File: src/rtl/ysyx_22041211_wb_unit_pkg.sv
// Shared constants and the FSM next-state function for the write-back unit.
package ysyx_22041211_wb_unit_pkg;

  // State encodings. Plain constants keep the encoding fixed for existing consumers.
  localparam logic [1:0] WB_IDLE  = 2'b00;
  localparam logic [1:0] WB_WRITE = 2'b01;
  localparam logic [1:0] WB_DONE  = 2'b10;

  // Index of the hard-wired zero register.
  localparam logic [4:0] REG_ZERO = 5'd0;

  // IDLE -> WRITE -> DONE -> IDLE. WRITE always lasts one cycle. The one
  // unused encoding recovers to IDLE.
  function automatic logic [1:0] wb_next_state(input logic [1:0] state,
                                               input logic       accept,
                                               input logic       commit);
    logic [1:0] nxt;
    nxt = WB_IDLE;
    case (state)
      WB_IDLE:  nxt = accept ? WB_WRITE : WB_IDLE;
      WB_WRITE: nxt = WB_DONE;
      WB_DONE:  nxt = commit ? WB_IDLE : WB_DONE;
      default:  nxt = WB_IDLE;
    endcase
    return nxt;
  endfunction

endpackage

File: src/rtl/ysyx_22041211_retire_counter.sv
// Free-running retired-instruction counter. It wraps silently at its full width.
module ysyx_22041211_retire_counter
  import ysyx_22041211_wb_unit_pkg::*;
#(
  parameter int CNT_LEN = 64
) (
  input  logic               clk,
  input  logic               rst,
  input  logic               inc,
  output logic [CNT_LEN-1:0] cnt
);

  logic [CNT_LEN-1:0] cnt_q;
  logic [CNT_LEN-1:0] cnt_d;

  // Next count: add one on each commit handshake.
  always_comb begin
    cnt_d = cnt_q;
    if (inc) cnt_d = cnt_q + CNT_LEN'(1);
  end

  // Count register, cleared by reset.
  always_ff @(posedge clk or posedge rst) begin
    if (rst) cnt_q <= '0;
    else     cnt_q <= cnt_d;
  end

  assign cnt = cnt_q;

endmodule

File: src/rtl/ysyx_22041211_wb_unit.sv
// Write-back stage. It takes one LSU result, pulses the GPR/CSR write strobes for
// one cycle, then holds commit valid until the IFU accepts it.
module ysyx_22041211_wb_unit
  import ysyx_22041211_wb_unit_pkg::*;
#(
  parameter int DATA_LEN = 32,
  parameter int REG_ADDR = 5,
  parameter int CSR_ADDR = 12,
  parameter int CNT_LEN  = 64
) (
  input  logic                clk,
  input  logic                rst,
  input  logic                lsu_valid_i,
  output logic                wb_ready_o,
  input  logic                wd_i,
  input  logic [REG_ADDR-1:0] wreg_i,
  input  logic [DATA_LEN-1:0] wdata_i,
  input  logic                csr_wen_i,
  input  logic [CSR_ADDR-1:0] csr_addr_i,
  input  logic [DATA_LEN-1:0] csr_wdata_i,
  output logic                reg_wen_o,
  output logic [REG_ADDR-1:0] reg_waddr_o,
  output logic [DATA_LEN-1:0] reg_wdata_o,
  output logic                csr_wen_o,
  output logic [CSR_ADDR-1:0] csr_waddr_o,
  output logic [DATA_LEN-1:0] csr_wdata_o,
  output logic                wb_valid_o,
  input  logic                ifu_ready_i,
  output logic [CNT_LEN-1:0]  retire_cnt_o
);

  // Result captured at accept time and held until the next accept.
  typedef struct packed {
    logic                wd;
    logic [REG_ADDR-1:0] wreg;
    logic [DATA_LEN-1:0] wdata;
    logic                csr_wen;
    logic [CSR_ADDR-1:0] csr_addr;
    logic [DATA_LEN-1:0] csr_wdata;
  } cap_t;

  logic [1:0] state_q;
  logic [1:0] state_d;
  cap_t       cap_q;
  cap_t       cap_d;
  logic       accept;
  logic       commit;
  logic       in_write;

  // Both handshakes decode the registered state only.
  assign accept   = lsu_valid_i & (state_q == WB_IDLE);
  assign commit   = ifu_ready_i & (state_q == WB_DONE);
  assign in_write = (state_q == WB_WRITE);

  // Next state and next capture value.
  always_comb begin
    // NOTE: every variable gets a default first so no path leaves it unassigned; otherwise a latch is inferred.
    state_d = wb_next_state(state_q, accept, commit);
    cap_d   = cap_q;
    if (accept) begin
      cap_d.wd        = wd_i;
      cap_d.wreg      = wreg_i;
      cap_d.wdata     = wdata_i;
      cap_d.csr_wen   = csr_wen_i;
      cap_d.csr_addr  = csr_addr_i;
      cap_d.csr_wdata = csr_wdata_i;
    end
  end

  // State and capture registers. Reset drops any in-flight result.
  always_ff @(posedge clk or posedge rst) begin
    if (rst) begin
      state_q <= WB_IDLE;
      cap_q   <= '0;
    end else begin
      // NOTE: non-blocking updates let every register sample the pre-edge values, with no ordering races between blocks.
      state_q <= state_d;
      cap_q   <= cap_d;
    end
  end

  // Strobes fire only in WRITE. A GPR write to x0 is suppressed.
  assign reg_wen_o   = in_write & cap_q.wd & (cap_q.wreg != REG_ADDR'(REG_ZERO));
  assign csr_wen_o   = in_write & cap_q.csr_wen;
  assign reg_waddr_o = cap_q.wreg;
  assign reg_wdata_o = cap_q.wdata;
  assign csr_waddr_o = cap_q.csr_addr;
  assign csr_wdata_o = cap_q.csr_wdata;
  assign wb_ready_o  = (state_q == WB_IDLE);
  assign wb_valid_o  = (state_q == WB_DONE);

  ysyx_22041211_retire_counter #(
    .CNT_LEN (CNT_LEN)
  ) u_retire_counter (
    .clk (clk),
    .rst (rst),
    .inc (commit),
    .cnt (retire_cnt_o)
  );

endmodule

File: config.mk
export PLATFORM = sky130hd
export DESIGN_NAME = ysyx_22041211_wb_unit
export DESIGN_NICKNAME = d
export VERILOG_FILES = /design/src/rtl/ysyx_22041211_wb_unit_pkg.sv /design/src/rtl/ysyx_22041211_retire_counter.sv /design/src/rtl/ysyx_22041211_wb_unit.sv
export SDC_FILE = /design/constraint.sdc
export NUM_CORES = 1
export LEC_CHECK = 0
export CORE_MARGIN = 2
export CORE_UTILIZATION = 45
export CTS_CLUSTER_SIZE = 20
export DETAILED_ROUTE_END_ITERATION = 12
export DONT_BUFFER_PORTS = 1
export GPL_TIMING_DRIVEN = 0
export PLACE_DENSITY = 0.69
export SETUP_SLACK_MARGIN = 0.05
export SLEW_MARGIN = 25
export SYNTH_ARGS = -nofsm -noshare
export SYNTH_HDL_FRONTEND = slang
export SYNTH_SLANG_ARGS = --single-unit
File: constraint.sdc
create_clock -name clk -period 15.48 [get_ports clk]
set_input_delay 4.644 -clock clk [delete_from_list [all_inputs] [get_ports clk]]
set_output_delay 4.644 -clock clk [all_outputs]
set_load 0.02 [all_outputs]
==> flow_metrics.py <==
metrics = {
    "logic_synthesis": {
        "synth_area_leaders": "sky130_fd_sc_hd__dfrtp_1 (55%), sky130_fd_sc_hd__mux2_2 (14%), sky130_fd_sc_hd__buf_4 (9.0%), sky130_fd_sc_hd__xnor2_1 (4.7%), sky130_fd_sc_hd__xor2_1 (3.5%)",
        "synth.yosys.warnings": 0,
        "synth_top_cell_area_share_pct": 55.29,
        "synthesis.area_um2": 6744,
        "yosysTopAreaCell": "sky130_fd_sc_hd__dfrtp_1",
        "yosysSeqAreaShare_pct": 55.29,
        "yosys_register_bits": 149,
        "count_of_mapped_cells_out_of_synthesis": 536,
        "syn_avg_cell_area_um2": 12.58,
        "yosys.cell_types.count": 34,
        "synth.net_count": 624,
    },
    "power": {
        "total_switching_power_uw": 506.4,
        "internal_power_uw": 1005,
        "p_comb_share_pct": 34.5,
        "power.clock.fraction_pct": 26.5,
        "p_per_cell_area_nw_per_um2": 199.3,
        "p_leak_uw": 0.003459,
        "worst_ir_drop_vdd_v": 0.00009725,
        "share_seq_of_total_power_pct": 39.0,
        "swShare_pct": 33.50,
    },
    "sta": {
        "final.period_utilization_pct": 40.98,
        "drv_slew": 0,
        "slew-limit-headroom_pct": 48.58,
        "post-route-min-period_ps": 6344,
        "maxClockFrequency_mhz": 157.6,
        "grt_setup_unrepaired": "false",
        "worst_pin_slew_ps": 769.7,
        "finalHoldViolCount": 0,
        "setup_tns_ps": 0,
        "skew_ps": 6.356,
        "finalSetupViolations": 0,
    },
    "global_routing": {
        "track_usage_pct": 17.95,
        "antenna_found_initial": 0,
        "global_route_wire_length_before_repair_um": 22550,
        "largest_net_degree_at_the_start_of_global_routing": 100,
        "vias_in_the_first_global_route": 4204,
        "overflow": 0,
    },
    "clock_network": {
        "tritoncts": "built",
        "cts-resized-gates": 0,
        "hold_buffers": 0,
        "ctsHtreeMaxLevel": 4,
        "cts.clk_slew.worst_paths_ps": 60,
        "ctsLongestPathBuffers": 2,
        "clk_latency_ps": 410,
        "cts_sinks": 149,
        "post-cts-setup-buffers": 0,
        "ctsRootBufferMaster": "sky130_fd_sc_hd__clkbuf_16",
        "tritoncts.num_buffers": 17,
    },
    "worst_setup_path": {
        "timing.critical_path.fanout_max": 5,
        "crit-reg2reg-capture": "u_retire_counter.cnt[28]",
        "critPathLaunchType": "flip-flop",
        "critical_path_required_ps": 10840,
        "slowest_stage": "sky130_fd_sc_hd__nor3b_1",
        "worst_setup_path_end_kind": "output pin",
        "setup.worst_path.end": "reg_wen_o",
        "critical_path_buf_inv_count": 0,
        "slowest_delay_ps": 640,
        "worst-path-stages": 2,
        "timing.rr.start": "u_retire_counter.cnt[0]",
        "startpoint": "state_q[1]",
        "setup.reg_to_reg.worst_slack_ps": 12900,
        "worst-setup-path-type": "reg2out",
        "register_to_register_path_depth": 6,
        "cp_top_family": "simple AND/OR/NAND/NOR gates",
        "cp_data_arrival_time_ps": 1700,
        "critical_path.cell_chain": "nand2b_1 > nor3b_1",
    },
    "floorplanning": {
        "floorplan.initialDensity_pct": 46.23,
        "chipWidth_um": 126.4,
        "floorplan.rows": 44,
        "design.core.area_um2": 14590,
        "die_height_um": 126.4,
        "ioPinCount": 236,
        "design.die.area_um2": 15980,
    },
    "placed_design": {
        "place_hpwl_um": 10540,
        "gp_routability_congestion": 0.8816,
        "placement.io_buffers": 0,
        "placed_cells": 721,
    },
    "route": {
        "drt_iter0_markers": 199,
        "drtAntennaViolNets": 0,
        "wl_per_cell_um": 18.80,
        "routed-via-count": 3985,
        "drc": 0,
        "totalWireLength_um": 14150,
        "maxUsedRoutingLayer": "met4",
        "drt-met1-wl_um": 5599,
        "detailroute.wirelength.met2_um": 7206,
        "detail_route.first_pass.iterations": 4,
        "routed_via_density": 5.292,
        "met3_length_um": 1023,
    },
    "layout": {
        "fin_cells": 753,
        "num_antenna_cells": 0,
        "final_common_cell": "sky130_fd_sc_hd__dfrtp_1",
        "design.final.nets": 644,
        "share_of_cells_above_drive_strength_1_pct": 38.14,
        "seqCellArea_um2": 3729,
        "mostFrequentLayoutCells": "sky130_fd_sc_hd__dfrtp_1 (149), sky130_fd_sc_hd__mux2_2 (83), sky130_fd_sc_hd__buf_4 (81), sky130_fd_sc_hd__xnor2_1 (36), sky130_fd_sc_hd__xor2_1 (27)",
        "fill_cells": 1213,
        "syn_to_final_growth_pct": 12.49,
        "multi_input_area_um2": 2313,
    },
    "worst_hold_path": {
        "worstHoldPathType": "reg2reg",
    },
    "job": {
        "max_cap_violations": 0,
    },
    "status": {
        "status": "finished clean",
    },
}
-- routing by layer --
metal	global-route usage [%]	up-vias
met5	0	-
met4	7.046	0
li1	-	1806
met3	6.073	22
met1	21.37	1982
met2	30.07	175
-- final cells by class --
type                    count  area share [%]
flip-flops and latches    149           49.15
multi-input cells         284           30.50
plain buffers              95           8.857
clock buffers              20           5.888
well taps                 184           3.035
clock inverters            12           1.715
inverters                   8          0.4948
repair buffers              1          0.3629
-- metrics by stage --
| step | worst slack, ps | instance area, um2 | utilization, % | total power, uW | hold slack [ps] |
|---|---|---|---|---|---|
| floorplan | 6828 | 6744 | - | 1054 | 472.3 |
| global placement | 5463 | 6974 | 47.80 | 1111 | 488.5 |
| detailed placement | 9010 | 7009 | 48.04 | 1128 | 493.9 |
| CTS | 9119 | 7586 | 52.00 | 1531 | 509.8 |
| global route | 9096 | 7586 | 52.00 | 1586 | 516.7 |
| finish | 9136 | 7586 | 52.00 | 1512 | 504.1 |
-- power groups by stage --
stage | clock network (uW) | registers, uW | logic (uW)
after global placement | 0 | 589 | 522
after global routing | 428 | 607 | 552
after floorplan | 0 | 572 | 482
after CTS | 408 | 592 | 531
after detailed placement | 0 | 598 | 530
final | 400 | 589 | 522
-- registers in the layout, indices dropped and copies added (netlist names) --
| register | count |
|---|---|
| u_retire_counter.cnt | 64 |
| csr_waddr_o | 12 |
| cap_q | 2 |
| reg_wdata_o | 32 |
| state_q | 2 |
| reg_waddr_o | 5 |
| csr_wdata_o | 32 |
-- kinds of logic (layout without fill, tap and decap cells) --
family | after synthesis | in the layout | synth area share, %
flip-flops | 149 | 149 | 55.29
AND/OR/NAND/NOR | 135 | 135 | 11.93
buffers and inverters | 103 | 136 | 10.41
multiplexers | 83 | 83 | 13.86
XOR/XNOR | 63 | 63 | 8.182
AO/OA/AOI/OAI | 2 | 2 | 0.1484
adder cells (fa/ha/maj) | 1 | 1 | 0.1855
-- synthesized netlist by cell type (all sizes together) --
master	number
nor2	17
xor2	27
nand4	21
nor3	13
mux2	83
xnor2	36
and2	4
and4	6
buf	93
nor4b	1
or4	1
or2	1
inv	8
nand3	24
dfrtp	149
ha	1
nand3b	1
nand2b	2
clkbuf	2
nand2	24
nand4b	1
and3	6
o21ai	2
nor4	11
nor3b	2
-- how the worst min path moves through the flow --
stage / start / end / cells after the start
CTS: csr_wdata_o[18] / csr_wdata_o[18] / 1
finish: csr_wdata_o[18] / csr_wdata_o[18] / 1
global route: csr_wdata_o[18] / csr_wdata_o[18] / 1
floorplan: cap_q[82] / cap_q[82] / 1
detailed placement: cap_q[82] / cap_q[82] / 1
global placement: cap_q[82] / cap_q[82] / 1
Power figures use the tool's default switching activity.
